File: src/rtl/if_pkg.sv
// Shared types and constants for the instruction-fetch front end.
package if_pkg;

  typedef enum logic [1:0] {
    BOOT = 2'd0,
    RUN  = 2'd1,
    TRAP = 2'd2
  } fetch_state_t;

  localparam logic [31:0] NOP_INSTR = 32'h0000_0013;
  localparam logic [31:0] PC_STEP   = 32'd4;

endpackage

File: src/rtl/if_fifo.sv
// Prefetch buffer: DEPTH x {pc, instr} synchronous FIFO with flush and occupancy count.
// DEPTH must be a power of 2 so the pointers wrap naturally.
module if_fifo #(
  parameter int DEPTH = 2,
  parameter int CW    = $clog2(DEPTH + 1)
) (
  input  logic          clk,
  input  logic          reset_n,
  input  logic          flush,
  input  logic          push,
  input  logic [31:0]   push_pc,
  input  logic [31:0]   push_instr,
  input  logic          pop,
  output logic [31:0]   head_pc,
  output logic [31:0]   head_instr,
  output logic [CW-1:0] count
);

  localparam int AW = (DEPTH > 1) ? $clog2(DEPTH) : 1;

  logic [63:0]   mem_r [DEPTH];
  logic [AW-1:0] wr_ptr_r;
  logic [AW-1:0] rd_ptr_r;
  logic [CW-1:0] count_r;

  // Storage, pointers and occupancy; flush discards everything in one edge.
  always_ff @(posedge clk or negedge reset_n) begin
    if (!reset_n) begin
      for (int i = 0; i < DEPTH; i++) begin
        mem_r[i] <= 64'd0;
      end
      wr_ptr_r <= {AW{1'b0}};
      rd_ptr_r <= {AW{1'b0}};
      count_r  <= {CW{1'b0}};
    end else if (flush) begin
      wr_ptr_r <= {AW{1'b0}};
      rd_ptr_r <= {AW{1'b0}};
      count_r  <= {CW{1'b0}};
    end else begin
      if (push) begin
        mem_r[wr_ptr_r] <= {push_pc, push_instr};
        wr_ptr_r        <= wr_ptr_r + {{(AW-1){1'b0}}, 1'b1};
      end
      if (pop) begin
        rd_ptr_r <= rd_ptr_r + {{(AW-1){1'b0}}, 1'b1};
      end
      case ({push, pop})
        2'b10:   count_r <= count_r + {{(CW-1){1'b0}}, 1'b1};
        2'b01:   count_r <= count_r - {{(CW-1){1'b0}}, 1'b1};
        default: count_r <= count_r;
      endcase
    end
  end

  assign head_pc    = mem_r[rd_ptr_r][63:32];
  assign head_instr = mem_r[rd_ptr_r][31:0];
  assign count      = count_r;

endmodule

File: src/rtl/if_prefetch.sv
// Instruction-fetch front end: issues ROM reads, buffers words with PCs, serves ID via valid/ready.
// Optional IF_MISALIGN_TRAP_EN: misaligned redirect targets raise a trap marker instead of fetching.
module if_prefetch
  import if_pkg::*;
#(
  parameter logic [31:0] RESET_PC = 32'h0000_0000,
  parameter int          DEPTH    = 2
) (
  input  logic        clk,
  input  logic        reset_n,
  output logic        rom_en,
  output logic [31:0] rom_addr,
  input  logic [31:0] rom_data,
  input  logic        redirect_valid,
  input  logic [31:0] redirect_pc,
  output logic        id_valid,
  input  logic        id_ready,
  output logic [31:0] id_instr,
  output logic [31:0] id_pc
`ifdef IF_MISALIGN_TRAP_EN
  ,
  output logic        id_misalign
`endif
);

  localparam int            CW        = $clog2(DEPTH + 1);
  localparam logic [CW:0]   DEPTH_OCC = (CW + 1)'(DEPTH);

  fetch_state_t  state_r, state_s;
  logic [31:0]   fetch_pc_r, fetch_pc_s;
  logic [31:0]   issue_pc_r, issue_pc_s;
  logic          inflight_r, inflight_s;

  logic          push_s, pop_s, flush_s;
  logic [31:0]   head_pc_s, head_instr_s;
  logic [CW-1:0] count_s;
  logic [CW:0]   occ_s;
  logic [31:0]   tgt_pc_s;
  logic          bad_tgt_s;

`ifdef IF_MISALIGN_TRAP_EN
  logic [31:0]   trap_pc_r, trap_pc_s;
  logic          misalign_s;

  assign tgt_pc_s    = redirect_pc;
  assign bad_tgt_s   = |redirect_pc[1:0];
  assign id_misalign = misalign_s;
`else
  logic          unused_lo_s;

  assign tgt_pc_s    = {redirect_pc[31:2], 2'b00};
  assign bad_tgt_s   = 1'b0;
  assign unused_lo_s = ^redirect_pc[1:0];
`endif

  // Words already buffered plus the one on its way back from the ROM.
  assign occ_s = {1'b0, count_s} + {{CW{1'b0}}, inflight_r};

  if_fifo #(
    .DEPTH (DEPTH),
    .CW    (CW)
  ) u_fifo (
    .clk        (clk),
    .reset_n    (reset_n),
    .flush      (flush_s),
    .push       (push_s),
    .push_pc    (issue_pc_r),
    .push_instr (rom_data),
    .pop        (pop_s),
    .head_pc    (head_pc_s),
    .head_instr (head_instr_s),
    .count      (count_s)
  );

  // Next-state, issue and ID-side outputs; a redirect overrides everything else.
  always_comb begin
    state_s    = state_r;
    fetch_pc_s = fetch_pc_r;
    issue_pc_s = issue_pc_r;
    inflight_s = 1'b0;
    rom_en     = 1'b0;
    rom_addr   = fetch_pc_r;
    flush_s    = 1'b0;
    push_s     = 1'b0;
    pop_s      = 1'b0;
    id_valid   = 1'b0;
    id_instr   = NOP_INSTR;
    id_pc      = 32'h0000_0000;
`ifdef IF_MISALIGN_TRAP_EN
    trap_pc_s  = trap_pc_r;
    misalign_s = 1'b0;
`endif

    if (redirect_valid) begin
      flush_s = 1'b1;
      if (bad_tgt_s) begin
        state_s = TRAP;
`ifdef IF_MISALIGN_TRAP_EN
        trap_pc_s = redirect_pc;
`endif
      end else begin
        state_s    = RUN;
        rom_en     = 1'b1;
        rom_addr   = tgt_pc_s;
        issue_pc_s = tgt_pc_s;
        fetch_pc_s = tgt_pc_s + PC_STEP;
        inflight_s = 1'b1;
      end
    end else begin
      case (state_r)
        BOOT: begin
          state_s = RUN;
        end
        RUN: begin
          if (count_s != {CW{1'b0}}) begin
            id_valid = 1'b1;
            id_instr = head_instr_s;
            id_pc    = head_pc_s;
          end else begin
            id_valid = 1'b0;
          end
          pop_s  = id_valid & id_ready;
          push_s = inflight_r;
          // A pop this cycle frees the slot the new request will land in.
          if ((occ_s < DEPTH_OCC) || pop_s) begin
            rom_en     = 1'b1;
            rom_addr   = fetch_pc_r;
            issue_pc_s = fetch_pc_r;
            fetch_pc_s = fetch_pc_r + PC_STEP;
            inflight_s = 1'b1;
          end else begin
            rom_en = 1'b0;
          end
        end
`ifdef IF_MISALIGN_TRAP_EN
        TRAP: begin
          id_valid   = 1'b1;
          id_instr   = NOP_INSTR;
          id_pc      = trap_pc_r;
          misalign_s = 1'b1;
        end
`endif
        default: begin
          state_s = BOOT;
        end
      endcase
    end
  end

  // Fetch state registers.
  always_ff @(posedge clk or negedge reset_n) begin
    if (!reset_n) begin
      state_r    <= BOOT;
      fetch_pc_r <= RESET_PC;
      issue_pc_r <= 32'h0000_0000;
      inflight_r <= 1'b0;
    end else begin
      state_r    <= state_s;
      fetch_pc_r <= fetch_pc_s;
      issue_pc_r <= issue_pc_s;
      inflight_r <= inflight_s;
    end
  end

`ifdef IF_MISALIGN_TRAP_EN
  // Faulting target held for reporting while trapped.
  always_ff @(posedge clk or negedge reset_n) begin
    if (!reset_n) begin
      trap_pc_r <= 32'h0000_0000;
    end else begin
      trap_pc_r <= trap_pc_s;
    end
  end
`endif

endmodule
File: config.mk
export PLATFORM = sky130hd
export DESIGN_NAME = if_prefetch
export DESIGN_NICKNAME = d
export VERILOG_FILES = /design/src/rtl/if_pkg.sv /design/src/rtl/if_fifo.sv /design/src/rtl/if_prefetch.sv
export SDC_FILE = /design/constraint.sdc
export NUM_CORES = 1
export LEC_CHECK = 0
export ABC_CLOCK_PERIOD_IN_PS = 3230
export BUFFER_PORTS_ARGS = -buffer_cell sky130_fd_sc_hd__buf_2
export CELL_PAD_IN_SITES_DETAIL_PLACEMENT = 1
export CELL_PAD_IN_SITES_GLOBAL_PLACEMENT = 1
export CORE_AREA = 4 4 149 151
export CTS_CLUSTER_DIAMETER = 80
export DETAILED_ROUTE_END_ITERATION = 7
export DIE_AREA = 0 0 153 155
export PLACE_DENSITY_LB_ADDON = 0.1
export SETUP_SLACK_MARGIN = 0.5
export SLEW_MARGIN = 25
export SYNTH_ARGS = -nofsm -noshare
export SYNTH_HDL_FRONTEND = slang
export SYNTH_HIERARCHICAL = 1
export SYNTH_SLANG_ARGS = --single-unit
File: constraint.sdc
create_clock -name clk -period 3.23 [get_ports clk]
set_input_delay 0.646 -clock clk [delete_from_list [all_inputs] [get_ports clk]]
set_output_delay 0.646 -clock clk [all_outputs]
set_load 0.02 [all_outputs]
==> results of run 1 <==
## worst max-delay path by stage
stage          depth (start not counted)           start        endpoint
3_5_place_dp                           7  redirect_valid  fetch_pc_r[28]
6_report                               6  redirect_valid       id_pc[30]
2_1_floorplan                         10  redirect_valid  fetch_pc_r[26]
4_1_cts                                5  redirect_valid    rom_addr[23]
3_3_place_gp                           8  redirect_valid  fetch_pc_r[25]
5_1_grt                                7  redirect_valid  fetch_pc_r[20]
## cell usage after synthesis, types with 5 or more instances
cell type | count | area [um2]
sky130_fd_sc_hd__nand4_1 | 13 | 81.33
sky130_fd_sc_hd__nor2_1 | 55 | 206.5
sky130_fd_sc_hd__and2_1 | 62 | 387.9
sky130_fd_sc_hd__mux2_4 | 60 | 900.9
sky130_fd_sc_hd__dfrtp_1 | 194 | 4855
sky130_fd_sc_hd__nand2b_1 | 5 | 31.28
sky130_fd_sc_hd__nor3_1 | 5 | 25.02
sky130_fd_sc_hd__nand4b_1 | 6 | 52.55
sky130_fd_sc_hd__buf_2 | 12 | 60.06
sky130_fd_sc_hd__nand3_1 | 16 | 80.08
sky130_fd_sc_hd__xnor2_1 | 18 | 157.7
sky130_fd_sc_hd__buf_12 | 6 | 120.1
sky130_fd_sc_hd__o21ai_0 | 5 | 25.02
sky130_fd_sc_hd__mux2_2 | 145 | 1633
sky130_fd_sc_hd__a21oi_1 | 45 | 225.2
sky130_fd_sc_hd__clkbuf_1 | 19 | 71.32
sky130_fd_sc_hd__mux2i_1 | 25 | 250.2
sky130_fd_sc_hd__o31ai_1 | 8 | 60.06
sky130_fd_sc_hd__o21a_1 | 8 | 60.06
sky130_fd_sc_hd__buf_6 | 8 | 90.09
sky130_fd_sc_hd__inv_1 | 22 | 82.58
sky130_fd_sc_hd__nand2_1 | 31 | 116.4
## through the flow
stage	hold slack [ns]	utilization	total power (uW)	setup WS, ns
2_1_floorplan	0.3504	-	4587	0.5309
3_3_place_gp	0.4623	0.5337	4997	0.3479
3_5_place_dp	0.4856	0.5337	5150	0.2692
4_1_cts	0.2662	0.5625	7357	0.5224
5_1_grt	0.2899	0.5630	7690	0.5057
6_report	0.2458	0.5630	7283	0.6087
## flip-flops by register name, summed over array words and instances, names as in the netlist
| name | flops |
|---|---|
| u_fifo/rd_ptr_r | 1 |
| state_r | 1 |
| fetch_pc_r | 30 |
| u_fifo/mem_r | 128 |
| issue_pc_r | 30 |
| u_fifo/wr_ptr_r | 1 |
| inflight_r | 1 |
| u_fifo/count | 2 |
## report_power, final
group | switching [uW] | internal (uW) | total [uW] | leakage (uW)
sequential | 384 | 3030 | 3410 | 0.00235
combinational | 732 | 960 | 1690 | 0.00293
clock | 979 | 1200 | 2180 | 0.000294
total | 2090 | 5190 | 7280 | 0.00557
## placed cells by master (no fill, tap or decap), types with 4 or more instances in the layout
cell type / count
sky130_fd_sc_hd__dfrtp_1: 193
sky130_fd_sc_hd__buf_2: 160
sky130_fd_sc_hd__mux2_2: 145
sky130_fd_sc_hd__and2_1: 62
sky130_fd_sc_hd__mux2_4: 60
sky130_fd_sc_hd__nor2_1: 55
sky130_fd_sc_hd__a21oi_1: 45
sky130_fd_sc_hd__nand2_1: 31
sky130_fd_sc_hd__mux2i_1: 22
sky130_fd_sc_hd__inv_1: 22
sky130_fd_sc_hd__xnor2_1: 18
sky130_fd_sc_hd__clkbuf_16: 17
sky130_fd_sc_hd__nand3_1: 16
sky130_fd_sc_hd__buf_4: 16
sky130_fd_sc_hd__nand4_1: 13
sky130_fd_sc_hd__o21a_1: 8
sky130_fd_sc_hd__o31ai_1: 8
sky130_fd_sc_hd__conb_1: 7
sky130_fd_sc_hd__buf_12: 7
sky130_fd_sc_hd__nand4b_1: 6
sky130_fd_sc_hd__nor3_1: 5
sky130_fd_sc_hd__o21ai_0: 5
sky130_fd_sc_hd__nand2b_1: 5
sky130_fd_sc_hd__a22oi_1: 4
sky130_fd_sc_hd__nand3b_1: 4
sky130_fd_sc_hd__inv_6: 4
## what timing repair did
item | CTS | global route
resized for setup | 0 | 3
setup endpoints to repair | 0 | 4
buffers inserted | 0 | 0
endpoints found under the hold margin | 0 | 0
## per-layer routing
layer | share of wire | vias up
met2 | 0.49 | 156
met5 | 0 | -
li1 | - | 3187
met1 | 0.46 | 3557
met4 | 0.0062 | 0
met3 | 0.039 | 10
## cells by family (layout without fill, tap and decap cells)
family | count (synthesis) | in the layout | synth area share
compound gates | 83 | 83 | 0.05204
flops | 194 | 194 | 0.4842
fa+ha+maj | 1 | 1 | 0.001248
buf+inv | 71 | 239 | 0.04493
mux | 230 | 230 | 0.2777
simple gates | 216 | 216 | 0.1208
other cells | 2 | 7 | 0.0007491
xor+xnor | 21 | 21 | 0.01835
## final cells by class
| type | instances | area (um2) | area share |
|---|---|---|---|
| Inverter | 23 | 86.33 | 0.007364 |
| Clock inverter | 13 | 147.6 | 0.01259 |
| Tap cell | 275 | 344.1 | 0.02935 |
| Clock buffer | 19 | 452.9 | 0.03863 |
| Multi-Input combinational cell | 558 | 4762 | 0.4062 |
| Timing Repair Buffer | 184 | 1075 | 0.09168 |
| Sequential cell | 194 | 4856 | 0.4142 |
==> run metrics, run 1 <==
gate count after technology mapping=818; asr flop ratio synth=1.000; worst reg-to-reg setup slack=0.92 ns; routability congestion estimate=0.8068; portion of the post-synthesis area used by sequential elements=0.4842; hold crit path type=in2async; hold buffer count at CTS=0; routed len/inst=19.92 um; layout overhead on the synthesized area=16.93%; Die Footprint=23720 um2; capturing element type of the critical path=primary output; GRT Total Usage=0.2183; critical path data arrival time=1.98 ns; leakage dissipation=0.005573 uW; RR Endpoint=fetch_pc_r[20]; Site Rows=53; number of flip-flops and latches in the synthesized netlist=194; final routed DRC violation total=0; final setup skew=0.01665 ns; cell family contributing the most delay on the critical path=buffers and inverters; final slew viol count=0; maximum level of the CTS H-tree=4; final std cells w/o fill=1266; mean post-synth cell area=12.26 um2; post-route standard cell area excluding fillers=11720 um2; layout net count=1047; Critical R2R Launch=fetch_pc_r[6]; final-report setup violation count=0; Ant. Diodes=0; number of global-route vias before repair=7735; hpwl dp=17510 um; sum of buffers and inverters on the critical path=4; Worst R2R Path Depth=5; final hold violations=0; peak fanout along the critical path=50; maximum buffer depth of the clock tree=2; most used cell along the critical path=sky130_fd_sc_hd__buf_2; critical-path cell list=buf_2 -> buf_4 -> nor3b_2 -> buf_12 -> and2_1 -> buf_2; most crowded layer after global routing=met2; status=completed; number of DRC markers after the initial detailed-route iteration=350; global route total overflow=0; layout filler cell count=2211; area after detailed placement=11110 um2; routed via count=6910; transition time at the pin with the least slew margin=0.9308 ns; max-cap violations=0; area of the placeable core=20820 um2; global-route wire length before repair=41850 um; Max VDD drop=339.9 uV; element type at the critical path start=input port; drt pass-1 iters=6; Port Buffer Count=161; GR Util met2=0.3715; residual antenna-violating net count after detailed routing=0; Distinct cells, synth=50; clock buffer count from CTS=17; achievable clock frequency=381.5 MHz; Main synth FF type=sky130_fd_sc_hd__dfrtp_1; CTS Sinks=194; IO Pins=166; pin count of the biggest net entering global routing=83; critical path type=in2out; worst relative slew slack=0.3757; Fin Setup TNS=0 ns; part of the cycle the worst path needs=0.8115; number of synthesized flops with an enable pin=0; antenna violations before repair=0; clock transition at the registers of the reported paths=0.07 ns; met1 Usage GRT=0.2994; dpl cells=1234; Global Route met3 Usage=0.03616; effective utilization at floorplan=0.4815; clock period minus final worst setup slack=2.621 ns; later-pin clock latency in the skew report=0.43 ns; root buffer cell=sky130_fd_sc_hd__clkbuf_16; longest individual stage delay on the worst path=0.29 ns; post-detailed-route via-to-cell ratio=5.458; Netlist Area Pre-Place=10030 um2; slowest stage cell on the critical path=sky130_fd_sc_hd__nor3b_2; share of layout cells above drive strength 1=0.4400; overall die width=153 um; setup repair after global routing missed its margin=false; Power Density=621.2 nW/um2; chip height=155 um; worst endpoint required time=2.58 ns; TritonCTS clock tree=yes; Synthesis Warnings=6; Detailed Route WL=25220 um
Note: power is estimated with default switching activity, not from simulation.
==> inputs of run 2 (changes only) <==
- ABC_CLOCK_PERIOD_IN_PS: 3230 -> 2700
- CORE_AREA: 4 4 149 151 -> 4 4 153 155
- DIE_AREA: 0 0 153 155 -> 0 0 157 159
- clock period: 3.23 -> 2.7 ns (I/O delays scaled with it)
==> run 2 against run 1 <==
Compared with the run above: worst setup slack lost 0.34 ns; critical endpoint is now id_pc[14]; clock power is 22% higher; final cell count grew 6.0%; combinational power up 41%; largest cell class is now multi-input combinational cells; via count up 4.2%.
==> run metrics, run 2 (synthesis results as in run 1) <==
final routed DRC violation total=0; final setup skew=0.01287 ns; GRT Total Usage=0.2059; critical path type=reg2out; max-cap violations=0; leading cell types in the layout, fill and taps excluded=sky130_fd_sc_hd__dfrtp_1, sky130_fd_sc_hd__mux2_2, sky130_fd_sc_hd__buf_2, sky130_fd_sc_hd__mux2_4, sky130_fd_sc_hd__buf_4; final hold violations=0; Worst R2R Path Depth=11; worst relative slew slack=0.6477; transition time at the pin with the least slew margin=0.5285 ns; layout net count=1118; flip-flop count of the largest register after layout=128; drt pass-1 iters=7; TritonCTS clock tree=yes; achievable clock frequency=411.0 MHz; area of the placeable core=21820 um2; Detailed Route WL=29140 um; critical path data arrival time=1.89 ns; part of the cycle the worst path needs=0.9011; status=completed; capturing element type of the critical path=primary output; peak fanout along the critical path=8; total chip power=9170 uW; routed len/inst=21.72 um; chip height=159 um; worst reg-to-reg setup slack=0.36 ns; maximum level of the CTS H-tree=4; later-pin clock latency in the skew report=0.44 ns; layout overhead on the synthesized area=33.65%; Die Footprint=24960 um2; share of layout cells above drive strength 1=0.5518; Top Registers=u_fifo/mem_r (128), fetch_pc_r (30), issue_pc_r (30); final core utilization=0.6140; Power Density=684.4 nW/um2; clock buffer count from CTS=17; Port Buffer Count=161; effective utilization at floorplan=0.4594; hpwl dp=16970 um; CTS Sinks=194; routed via count=7198; Ant. Diodes=0; IO Pins=166; Site Rows=54; element type at the critical path start=flop; leakage dissipation=0.006278 uW; register with the most flip-flops=u_fifo/mem_r; Fin Setup TNS=0 ns; clock transition at the registers of the reported paths=0.08 ns; routability congestion estimate=0.7890; overall die width=157 um; post-detailed-route via-to-cell ratio=5.364; hold crit path type=in2async; worst endpoint required time=2.16 ns; number of global-route vias before repair=7589; setup repair after global routing missed its margin=true; maximum buffer depth of the clock tree=2; clock period minus final worst setup slack=2.433 ns; Max VDD drop=403.2 uV; global-route wire length before repair=41150 um; antenna violations before repair=0; final-report setup violation count=0; number of DRC markers after the initial detailed-route iteration=342; global route total overflow=0; final slew viol count=0; worst hold slack after final layout=0.07094 ns; root buffer cell=sky130_fd_sc_hd__clkbuf_16; commonest non-fill, non-tap cell in the layout=sky130_fd_sc_hd__dfrtp_1; residual antenna-violating net count after detailed routing=0; pin count of the biggest net entering global routing=67
[run 2: cell count changes in the layout (fill, tap and decap cells not counted), moves of 22 or more]
cell,change
sky130_fd_sc_hd__and2_1,-59
sky130_fd_sc_hd__and2_4,+41
sky130_fd_sc_hd__buf_2,-65
sky130_fd_sc_hd__buf_4,+50
sky130_fd_sc_hd__buf_6,+61
sky130_fd_sc_hd__mux2_2,-22
sky130_fd_sc_hd__mux2_4,+22
[run 2: area by class of cell]
type / count / area (um2)
clock buffer: 18 / 439.2
inverter: 23 / 88.84
fill: 2230 / 8424
clock inverter: 14 / 172.7
tap: 280 / 350.3
timing repair buffer: 255 / 2405
sequential: 194 / 4858
multi-input combinational: 558 / 5085
[run 2: path summary, 6_finish.rpt]
kind | start | end
setup reg to reg | u_fifo/count[0] | u_fifo/count[1]
setup / recovery | u_fifo/count[0] | id_pc[14]
hold / removal | reset_n | u_fifo/mem_r[30]
hold reg to reg | u_fifo/mem_r[35] | u_fifo/mem_r[35]
max in group asynchronous | reset_n | u_fifo/mem_r[114]
min in group clk | rom_data[10] | u_fifo/mem_r[74]
[run 2: timing repair]
item / 4_1_cts / 5_1_grt
hold buffers: 0 / 0
pin swaps: 0 / 12
endpoints found under the setup margin: 75 / 85
buffers inserted: 7 / 18
gates cloned: 4 / 12
gates resized for setup: 11 / 225
[run 2: through the flow]
stage / setup WS [ns] / cell area [um2] / instances
after floorplan: 0.3922 / 10210 / 823
after global placement: 0.1752 / 11480 / 1269
after detailed placement: 0.1440 / 11480 / 1269
after CTS: 0.3057 / 12300 / 1312
after global routing: 0.1634 / 13400 / 1342
final: 0.2670 / 13400 / 1342
[run 2: power by group]
group          leakage, uW  switching, uW  internal, uW
clock network     0.000298           1230          1420
logic              0.00363            973          1420
registers          0.00235            499          3620
total              0.00628           2710          6460
[run 2: per-layer routing]
metal  part of all wire  vias up  global-route usage  wire length, um
met5                  0        -                   0                0
met3              0.038       17             0.03996             1121
met4             0.0095        0             0.03945              277
met1               0.45     3706              0.2842            13050
met2               0.50      152              0.3407            14700
li1                   -     3323                   -                -
[run 2: worst max-delay path: stages, from the launching register on]
cell                        delay [ns]
sky130_fd_sc_hd__dfrtp_2          0.41
sky130_fd_sc_hd__nor2_4           0.06
sky130_fd_sc_hd__nor3b_4          0.25
sky130_fd_sc_hd__buf_6            0.17
sky130_fd_sc_hd__buf_4            0.13
sky130_fd_sc_hd__clkbuf_16        0.15
sky130_fd_sc_hd__and2_2           0.16
sky130_fd_sc_hd__buf_6            0.12
==> inputs of run 3 (changes only) <==
--- a/config.mk
+++ b/config.mk
@@ -13,2 +13,3 @@
 export CTS_CLUSTER_DIAMETER = 80
+export CTS_CLUSTER_SIZE = 8
 export DETAILED_ROUTE_END_ITERATION = 7
==> constraint.sdc (replaced) <==
create_clock -name clk -period 2.7 [get_ports clk]
set_input_delay 0.135 -clock clk [delete_from_list [all_inputs] [get_ports clk]]
set_output_delay 0.135 -clock clk [all_outputs]
set_load 0.02 [all_outputs]
==> run 3 against run 2 <==
Compared with the run above: sequential share of layout area up 3.6 points; worst setup slack better by 0.39 ns; power fell by 6.1%; global-route usage shrank 0.73 points; non-clock buffer count decreased by 27; maximum frequency up 19%; clock skew is 0.0021 ns lower; clock-buffer cell count did not move; cell area fell by 9.1%; largest cell class is now registers; combinational power down 15%.
==> run metrics, run 3 (synthesis results as in run 1) <==
final-report setup violation count=0; antenna violations before repair=0; Die Footprint=24960 um2; Gate power share=0.237; dpl cells=1245; Worst R2R Path Depth=6; leading cell types in the layout, fill and taps excluded=sky130_fd_sc_hd__dfrtp_1, sky130_fd_sc_hd__buf_2, sky130_fd_sc_hd__mux2_2, sky130_fd_sc_hd__and2_1, sky130_fd_sc_hd__mux2_4; max-cap violations=0; Critical R2R Launch=fetch_pc_r[5]; root buffer cell=sky130_fd_sc_hd__clkbuf_16; portion of total power attributed to the clock network=0.288; worst endpoint required time=2.57 ns; leakage dissipation=0.005763 uW; effective utilization at floorplan=0.4594; final setup skew=0.01075 ns; clock period minus final worst setup slack=2.041 ns; chip height=159 um; layout net count=1091; Ant. Diodes=0; Port Buffer Count=161; endpoint of the worst hold path=issue_pc_r[30]; area of the placeable core=21820 um2; RR Endpoint=fetch_pc_r[20]; later-pin clock latency in the skew report=0.43 ns; drt pass-1 iters=4; flip-flop count of the largest register after layout=128; Detailed Route WL=24340 um; transition time at the pin with the least slew margin=0.6211 ns; element type at the critical path start=flop; launch instance of the worst min-delay path=redirect_pc[30]; number of DRC markers after the initial detailed-route iteration=374; worst reg-to-reg setup slack=0.69 ns; setup repair after global routing missed its margin=true; final routed DRC violation total=0; global route total overflow=0; IO Pins=166; GRT Total Usage=0.1987; residual antenna-violating net count after detailed routing=0; peak fanout along the critical path=15; critical path type=reg2out; final std cells w/o fill=1315; clock transition at the registers of the reported paths=0.07 ns; cell internal pwr=6121 uW; Site Rows=54; commonest non-fill, non-tap cell in the layout=sky130_fd_sc_hd__dfrtp_1; capturing element type of the critical path=primary output; routed len/inst=18.51 um; switching power as a share of total power=0.2889; hold depth=3; CTS Sinks=194; post-detailed-route via-to-cell ratio=5.286; overall die width=157 um; status=completed; hpwl dp=16780 um; clock buffer count from CTS=17; Power Density=707.0 nW/um2; routed via count=6951; Top Registers=u_fifo/mem_r (128), fetch_pc_r (30), issue_pc_r (30); hold crit path type=in2reg; maximum level of the CTS H-tree=4; number of global-route vias before repair=7479; layout overhead on the synthesized area=21.43%; routability congestion estimate=0.8671; share of layout cells above drive strength 1=0.4309; Fin Setup TNS=0 ns; final hold violations=0; part of the cycle the worst path needs=0.7558; maximum buffer depth of the clock tree=2; critical path data arrival time=1.91 ns; final slew viol count=0; sequential cell fraction of total power=0.474; worst hold slack after final layout=0.08169 ns; worst relative slew slack=0.5860; pin count of the biggest net entering global routing=74; Psw=2486 uW; Max VDD drop=487.0 uV; TritonCTS clock tree=yes; global-route wire length before repair=40050 um; achievable clock frequency=490.0 MHz; register with the most flip-flops=u_fifo/mem_r
run 3: cell count changes in the layout (fill, tap and decap cells not counted), moves of 33 or more:
cell,delta
sky130_fd_sc_hd__dlygate4sd3_1,+33
sky130_fd_sc_hd__and2_4,-41
sky130_fd_sc_hd__buf_4,-43
sky130_fd_sc_hd__buf_6,-61
sky130_fd_sc_hd__and2_1,+59
sky130_fd_sc_hd__buf_2,+65
run 3: timing repair:
action / 4_1_cts / 5_1_grt
buffers inserted: 2 / 3
hold buffers: 33 / 0
resized for setup: 2 / 3
gates cloned: 0 / 0
endpoints found under the hold margin: 132 / 0
pin swaps: 1 / 2
setup endpoints to repair: 52 / 11
run 3: how the worst max path moves through the flow:
| stage | endpoint | from | slack [ns] |
|---|---|---|---|
| 6_report | rom_en | u_fifo/count[0] | 0.66 |
| 5_1_grt | fetch_pc_r[28] | fetch_pc_r[6] | 0.49 |
| 4_1_cts | fetch_pc_r[31] | fetch_pc_r[5] | 0.51 |
| 3_5_place_dp | fetch_pc_r[20] | redirect_valid | 0.28 |
| 3_3_place_gp | fetch_pc_r[28] | redirect_valid | 0.37 |
| 2_1_floorplan | fetch_pc_r[26] | redirect_valid | 0.51 |
run 3: power by group through the flow:
stage	logic [uW]	clock network [uW]	registers, uW
5_1_grt	2240	2700	4180
4_1_cts	2060	2570	4090
3_5_place_dp	2010	0	4120
6_report	2040	2480	4080
3_3_place_gp	1940	0	4090
2_1_floorplan	1530	0	3950
run 3: worst max-delay path, stage by stage (launching register included):
cell and delay [ns]:
sky130_fd_sc_hd__dfrtp_1 0.43, sky130_fd_sc_hd__a21oi_1 0.16, sky130_fd_sc_hd__o21a_1 0.20, sky130_fd_sc_hd__nor2_2 0.08, sky130_fd_sc_hd__inv_4 0.16, sky130_fd_sc_hd__buf_4 0.24
sky130_fd_sc_hd__buf_2 0.19
run 3: stage by stage:
stage | total power, uW | setup WS (ns) | util | cell area (um2)
floorplan | 5488 | 0.5119 | - | 10050
global placement | 6033 | 0.3746 | 0.5132 | 11200
detailed placement | 6137 | 0.2757 | 0.5132 | 11200
CTS | 8719 | 0.5064 | 0.5558 | 12130
global route | 9121 | 0.4898 | 0.5578 | 12170
finish | 8607 | 0.6593 | 0.5578 | 12170
run 3: layout make-up:
type                            instances  area [um2]
Multi-Input combinational cell        558        4763
Sequential cell                       194        4858
Inverter                               23       88.84
Clock inverter                         14       146.4
Clock buffer                           18       429.2
Timing Repair Buffer                  228        1538
Fill cell                            2333        9649
Tap cell                              280       350.3
run 3: routing by layer:
metal,track usage,share of wire,vias to the layer above
met2,0.3195,0.47,147
met5,0,0,-
met3,0.04213,0.041,12
met1,0.2803,0.48,3518
li1,-,-,3274
met4,0.03787,0.0078,0
